$ cat src/rtl/cpu_pkg.sv
// Shared CPU definitions: instruction field positions, opcode flag bits and
// register-select sizing used by the decode/issue stage and its scoreboard.
package cpu_pkg;

  localparam int NREG = 32;
  localparam int SELW = 5;

  localparam int OP_MSB  = 31;
  localparam int OP_LSB  = 26;
  localparam int RD_MSB  = 25;
  localparam int RD_LSB  = 21;
  localparam int RS1_MSB = 20;
  localparam int RS1_LSB = 16;
  localparam int RS2_MSB = 15;
  localparam int RS2_LSB = 11;
  localparam int IMM_MSB = 15;
  localparam int IMM_LSB = 0;

  // Opcode bit indices: bit 5 set means no register write, bit 4 set means B is imm16.
  localparam int OPF_NOWRITE = 5;
  localparam int OPF_IMM     = 4;

  function automatic logic [31:0] sext16(input logic [15:0] v);
    return {{16{v[15]}}, v};
  endfunction

endpackage

$ cat src/rtl/scoreboard32.sv
// Pending-write scoreboard: one bit per architectural register, set on issue
// of a writer and cleared by writeback.
module scoreboard32
  import cpu_pkg::*;
(
  input  logic            clk,
  input  logic            reset,
  input  logic            set_en,
  input  logic [SELW-1:0] set_sel,
  input  logic            clr_en,
  input  logic [SELW-1:0] clr_sel,
  input  logic [SELW-1:0] rs1_sel,
  input  logic [SELW-1:0] rs2_sel,
  input  logic [SELW-1:0] rd_sel,
  output logic            rs1_busy,
  output logic            rs2_busy,
  output logic            rd_busy
);

  logic [NREG-1:0] pending;
  logic [NREG-1:0] set_mask;
  logic [NREG-1:0] clr_mask;

  always_comb begin
    set_mask = '0;
    clr_mask = '0;
    if (set_en) set_mask[set_sel] = 1'b1;
    if (clr_en) clr_mask[clr_sel] = 1'b1;
  end

  // Clear is applied first so a same-edge set of the same bit wins.
  always_ff @(posedge clk) begin
    if (reset) pending <= '0;
    else       pending <= (pending & ~clr_mask) | set_mask;
  end

  assign rs1_busy = pending[rs1_sel];
  assign rs2_busy = pending[rs2_sel];
  assign rd_busy  = pending[rd_sel];

endmodule

$ cat src/rtl/decode_issue32.sv
// Decode/issue stage: holds one instruction, drives register file selects,
// stalls on RAW/WAW hazards and launches operands into a one-entry EX register.
module decode_issue32
  import cpu_pkg::*;
(
  input  logic            clk,
  input  logic            reset,
  input  logic            if_valid,
  output logic            if_ready,
  input  logic [31:0]     if_instr,
  output logic [SELW-1:0] asel,
  output logic [SELW-1:0] bsel,
  input  logic [31:0]     rf_a,
  input  logic [31:0]     rf_b,
  input  logic            wb_wen,
  input  logic [SELW-1:0] wb_wsel,
  output logic            ex_valid,
  input  logic            ex_ready,
  output logic [5:0]      ex_opcode,
  output logic            ex_wen,
  output logic [SELW-1:0] ex_wsel,
  output logic [31:0]     ex_a,
  output logic [31:0]     ex_b
);

  logic            d_valid;
  logic [31:0]     d_instr;
  logic [5:0]      d_op;
  logic [SELW-1:0] d_rd;
  logic [SELW-1:0] d_rs1;
  logic [SELW-1:0] d_rs2;
  logic [15:0]     d_imm;
  logic            d_writes;
  logic            d_uses_imm;
  logic            rs1_busy;
  logic            rs2_busy;
  logic            rd_busy;
  logic            hazard;
  logic            issue;
  logic            accept;
  logic [31:0]     b_operand;

  assign d_op       = d_instr[OP_MSB:OP_LSB];
  assign d_rd       = d_instr[RD_MSB:RD_LSB];
  assign d_rs1      = d_instr[RS1_MSB:RS1_LSB];
  assign d_rs2      = d_instr[RS2_MSB:RS2_LSB];
  assign d_imm      = d_instr[IMM_MSB:IMM_LSB];
  assign d_writes   = ~d_op[OPF_NOWRITE];
  assign d_uses_imm = d_op[OPF_IMM];

  // The held instruction's sources feed the register file even for imm ops.
  assign asel = d_rs1;
  assign bsel = d_rs2;

  scoreboard32 u_sb (
    .clk      (clk),
    .reset    (reset),
    .set_en   (issue & d_writes),
    .set_sel  (d_rd),
    .clr_en   (wb_wen),
    .clr_sel  (wb_wsel),
    .rs1_sel  (d_rs1),
    .rs2_sel  (d_rs2),
    .rd_sel   (d_rd),
    .rs1_busy (rs1_busy),
    .rs2_busy (rs2_busy),
    .rd_busy  (rd_busy)
  );

  // Hazards use the registered scoreboard, so writeback never bypasses in the same cycle.
  assign hazard    = rs1_busy | (~d_uses_imm & rs2_busy) | (d_writes & rd_busy);
  assign issue     = d_valid & ~hazard & (~ex_valid | ex_ready);
  assign if_ready  = ~d_valid | issue;
  assign accept    = if_valid & if_ready;
  assign b_operand = d_uses_imm ? sext16(d_imm) : rf_b;

  always_ff @(posedge clk) begin
    if (reset) begin
      d_valid <= 1'b0;
      d_instr <= '0;
    end else if (accept) begin
      d_valid <= 1'b1;
      d_instr <= if_instr;
    end else if (issue) begin
      d_valid <= 1'b0;
    end
  end

  // EX data only changes on issue, so it stays stable under backpressure.
  always_ff @(posedge clk) begin
    if (reset) begin
      ex_valid  <= 1'b0;
      ex_opcode <= '0;
      ex_wen    <= 1'b0;
      ex_wsel   <= '0;
      ex_a      <= '0;
      ex_b      <= '0;
    end else if (issue) begin
      ex_valid  <= 1'b1;
      ex_opcode <= d_op;
      ex_wen    <= d_writes;
      ex_wsel   <= d_rd;
      ex_a      <= rf_a;
      ex_b      <= b_operand;
    end else if (ex_ready) begin
      ex_valid  <= 1'b0;
    end
  end

endmodule
$ cat config.mk
export PLATFORM = sky130hd
export DESIGN_NAME = decode_issue32
export DESIGN_NICKNAME = d
export VERILOG_FILES = /design/src/rtl/cpu_pkg.sv /design/src/rtl/scoreboard32.sv /design/src/rtl/decode_issue32.sv
export SDC_FILE = /design/constraint.sdc
export NUM_CORES = 1
export LEC_CHECK = 0
export ABC_AREA = 1
export CAP_MARGIN = 25
export CORE_AREA = 2 2 120 122
export CTS_CLUSTER_DIAMETER = 80
export DETAILED_ROUTE_END_ITERATION = 10
export DIE_AREA = 0 0 122 124
export GPL_TIMING_DRIVEN = 0
export HOLD_SLACK_MARGIN = 0.02
export PLACE_DENSITY = 0.84
export SLEW_MARGIN = 10
export SYNTH_ARGS = -nofsm -noshare
export SYNTH_HDL_FRONTEND = slang
export SYNTH_HIERARCHICAL = 1
export SYNTH_SLANG_ARGS = --single-unit
export TNS_END_PERCENT = 10
$ cat constraint.sdc
create_clock -name clk -period 4.79 [get_ports clk]
set_input_delay 1.437 -clock clk [delete_from_list [all_inputs] [get_ports clk]]
set_output_delay 1.437 -clock clk [all_outputs]
set_load 0.05 [all_outputs]
==> impl_results.md <==
* Status: finished, final reports clean
* Worst Hold Path EP: ex_a[15]
* Clk root buf: clkbuf_16
* Final Max Tran Viols at 0
* Initial DRC Count at 659
* CP max FO at 10
* Fin nets at 1371
* Routed Wire Length at 22.2 mm
* Area growth syn-to-layout at 38.8%
* Routability cong. at 0.952
* Clock sink count at 142
* Max Freq at 0.215 GHz
* Max_cap viols at 0
* Vias post-DR at 7810
* Hold_buf cts at 0
* CP Launch Type: input port
* Layout cell share with drive strength beyond 1 at 7.60%
* Worst slew pin tran at 0.700 ns
* Postcts setup bufs at 0
* Filler instances at 1152
* Routed vias/inst at 5.36
* Synth cell types at 26
* Pre-CTS WS at -0.306 ns
* Syn Area/Cell at 6.66 µm²
* Total track usage at 29.6%
* Design Power at 0.00388 W
* Clock tree skew after final layout at 0.00666 ns
* Syn. warnings at 6
* Setup violators final at 0
* Antenna Violating Nets Remaining at 0
* First-pass GRT wire length at 35.3 mm
* DRC errors left at 0
* Sequential Area at 2840 µm²
* Pwr/cell area at 398 nW/µm²
* Hold Crit Depth at 2
* Worst path arrival time at 3.21 ns
* Peak supply drop at 0.000254 V
* CTS Buf Count at 17
* Port Buffer Count at 192
* Post-Synthesis Cells at 1054
* Period utilization at 97.0%
* Crit path kind: input port to output port
* DR pass1 iterations at 6
* Final Non-Filler Cells at 1457
* Post-Syn Nets at 1160
* Die area at 15100 µm²
* Worst R2R End: u_sb/pending[29]
* Leakage dissipation at 3.99 nW
* I/O pin total at 194
* H-Tree Depth at 4
* Reg clk slew, reported paths at 0.06 ns
* Min-delay src: ex_a[15]
* Pin count of the biggest net entering global routing at 17
* Placed insts at 1426
* Rel. slew slack at 53.1%
* Initial antenna violation count at 0
* Syn Std Cell Area at 7020 µm²
* Longest Clk Path Bufs at 2
* RSZ-0062 raised after global routing: no
* GRT overflow at 0
* WL/cell at 15.2 µm
* Multi-input gate area at 3250 µm²
* DP Wirelength at 16.2 mm
* CTS tree: done
* Chip height at 124 µm
* CP Data Required Time at 3.35 ns
* Worst-Skew Late Latency at 0.42 ns
* Seq/Total Area, Yosys at 40.5%
* Core area at 13700 µm²
* Num rows at 43
* Die width at 122 µm
* FF-to-FF Start: d_instr[17]
* Synthesized flop and latch total at 142
* Final hold violations at 0
* Diodes inserted at 0
* Worst setup path start: ex_ready
* Worst R2R Path Depth at 18
* Final min period at 4.65 ns
* Effective utilization at floorplan at 51.2%
* Critical Path Sink Type: output port
* Worst hold path class: flop to flop
* Setup ws final at 0.144 ns
* Vias in the first global route at 7537
* Flop2flop setup slack at 1.51 ns
* CTS-repair resized insts at 3
==> cell families after synthesis <==
group / count (synthesis) / share of synthesized area (%)
and+or+nand+nor: 483 / 29.6
AOI/OAI and AO/OA: 232 / 16.7
buffers and inverters: 197 / 13.2
DFF: 142 / 40.5
==> routing by layer <==
metal,part of all wire [%],up-vias,wire length [µm],GRT usage [%]
met5,0,-,0,0
met4,3.2,0,700,13.4
met3,9.7,58,2160,7.10
met2,46,411,10300,48.8
met1,41,3525,9060,36.7
li1,-,3816,-,-
==> stage by stage <==
step	util, %	hold slack [ns]	cell area (µm²)	TNS, ns
2_1_floorplan	-	0.446	7020	0
3_3_place_gp	66.8	0.431	9170	-0.302
3_5_place_dp	66.8	0.435	9170	-0.306
4_1_cts	71.0	0.444	9750	0
5_1_grt	71.0	0.458	9750	0
6_report	71.0	0.442	9750	0
==> registers in the layout, indices dropped and copies added (netlist names) <==
signal        flops
d_instr          32
ex_a             32
ex_b             32
u_sb/pending     32
ex_opcode         6
ex_wsel           5
d_valid           1
ex_valid          1
ex_wen            1
==> cell usage after synthesis <==
| master | instances | area, µm² |
|---|---|---|
| a21oi_1 | 138 | 691 |
| a21oi_2 | 4 | 35.0 |
| and2_1 | 1 | 6.26 |
| buf_1 | 5 | 18.8 |
| buf_2 | 19 | 95.1 |
| buf_4 | 15 | 113 |
| buf_6 | 14 | 158 |
| clkbuf_1 | 22 | 82.6 |
| clkinv_1 | 1 | 3.75 |
| dfxtp_1 | 142 | 2840 |
| inv_1 | 114 | 428 |
| inv_2 | 6 | 22.5 |
| inv_4 | 1 | 6.26 |
| nand2_1 | 300 | 1130 |
| nand2_2 | 1 | 6.26 |
| nand2_8 | 1 | 20.0 |
| nand3_1 | 114 | 571 |
| nand3b_1 | 1 | 7.51 |
| nand4_1 | 17 | 106 |
| nand4_2 | 1 | 12.5 |
| nor2_1 | 34 | 128 |
| nor2_2 | 1 | 6.26 |
| nor3_1 | 8 | 40.0 |
| nor3_2 | 3 | 30.0 |
| nor3_4 | 1 | 16.3 |
| o21ai_0 | 90 | 450 |
==> placed cells by master (no fill, tap or decap), drive strengths merged, types with 18 or more instances in the layout <==
master	instances
clkbuf	43
nand3	114
inv	121
buf	53
nand4	18
a21oi	142
clkdlybuf4s50	191
dfxtp	142
nand2	302
o21ai	90
nor2	35
==> how the worst max path moves through the flow <==
stage	end	slack, ns
6_report	if_ready	0.14
5_1_grt	if_ready	0.03
4_1_cts	if_ready	0.14
3_5_place_dp	if_ready	-0.31
3_3_place_gp	if_ready	-0.30
2_1_floorplan	if_ready	1.10
==> cell type report <==
class / count / share of cell area (%)
inverters: 122 / 4.72
plain buffers: 75 / 4.79
repair buffers: 192 / 19.7
clock inverters: 10 / 1.18
well taps: 180 / 2.31
clock buffers: 21 / 4.72
multi-input cells: 715 / 33.4
flip-flops and latches: 142 / 29.2
==> critical path: stages <==
cell and delay, ns:
clkdlybuf4s50_1 0.46, inv_1 0.04, nand2_1 0.26, nand4_2 0.18, nand2_2 0.11, buf_6 0.14, buf_4 0.18, clkdlybuf4s15_2 0.40
==> where the power goes <==
part | total [W] | internal, W | switching, W
Sequential | 0.00139 | 0.00130 | 0.0000840
Clock | 0.00129 | 0.000789 | 0.000504
Combinational | 0.00120 | 0.000428 | 0.000773
Total | 0.00388 | 0.00252 | 0.00136
Note: power is estimated with default switching activity, not from simulation.
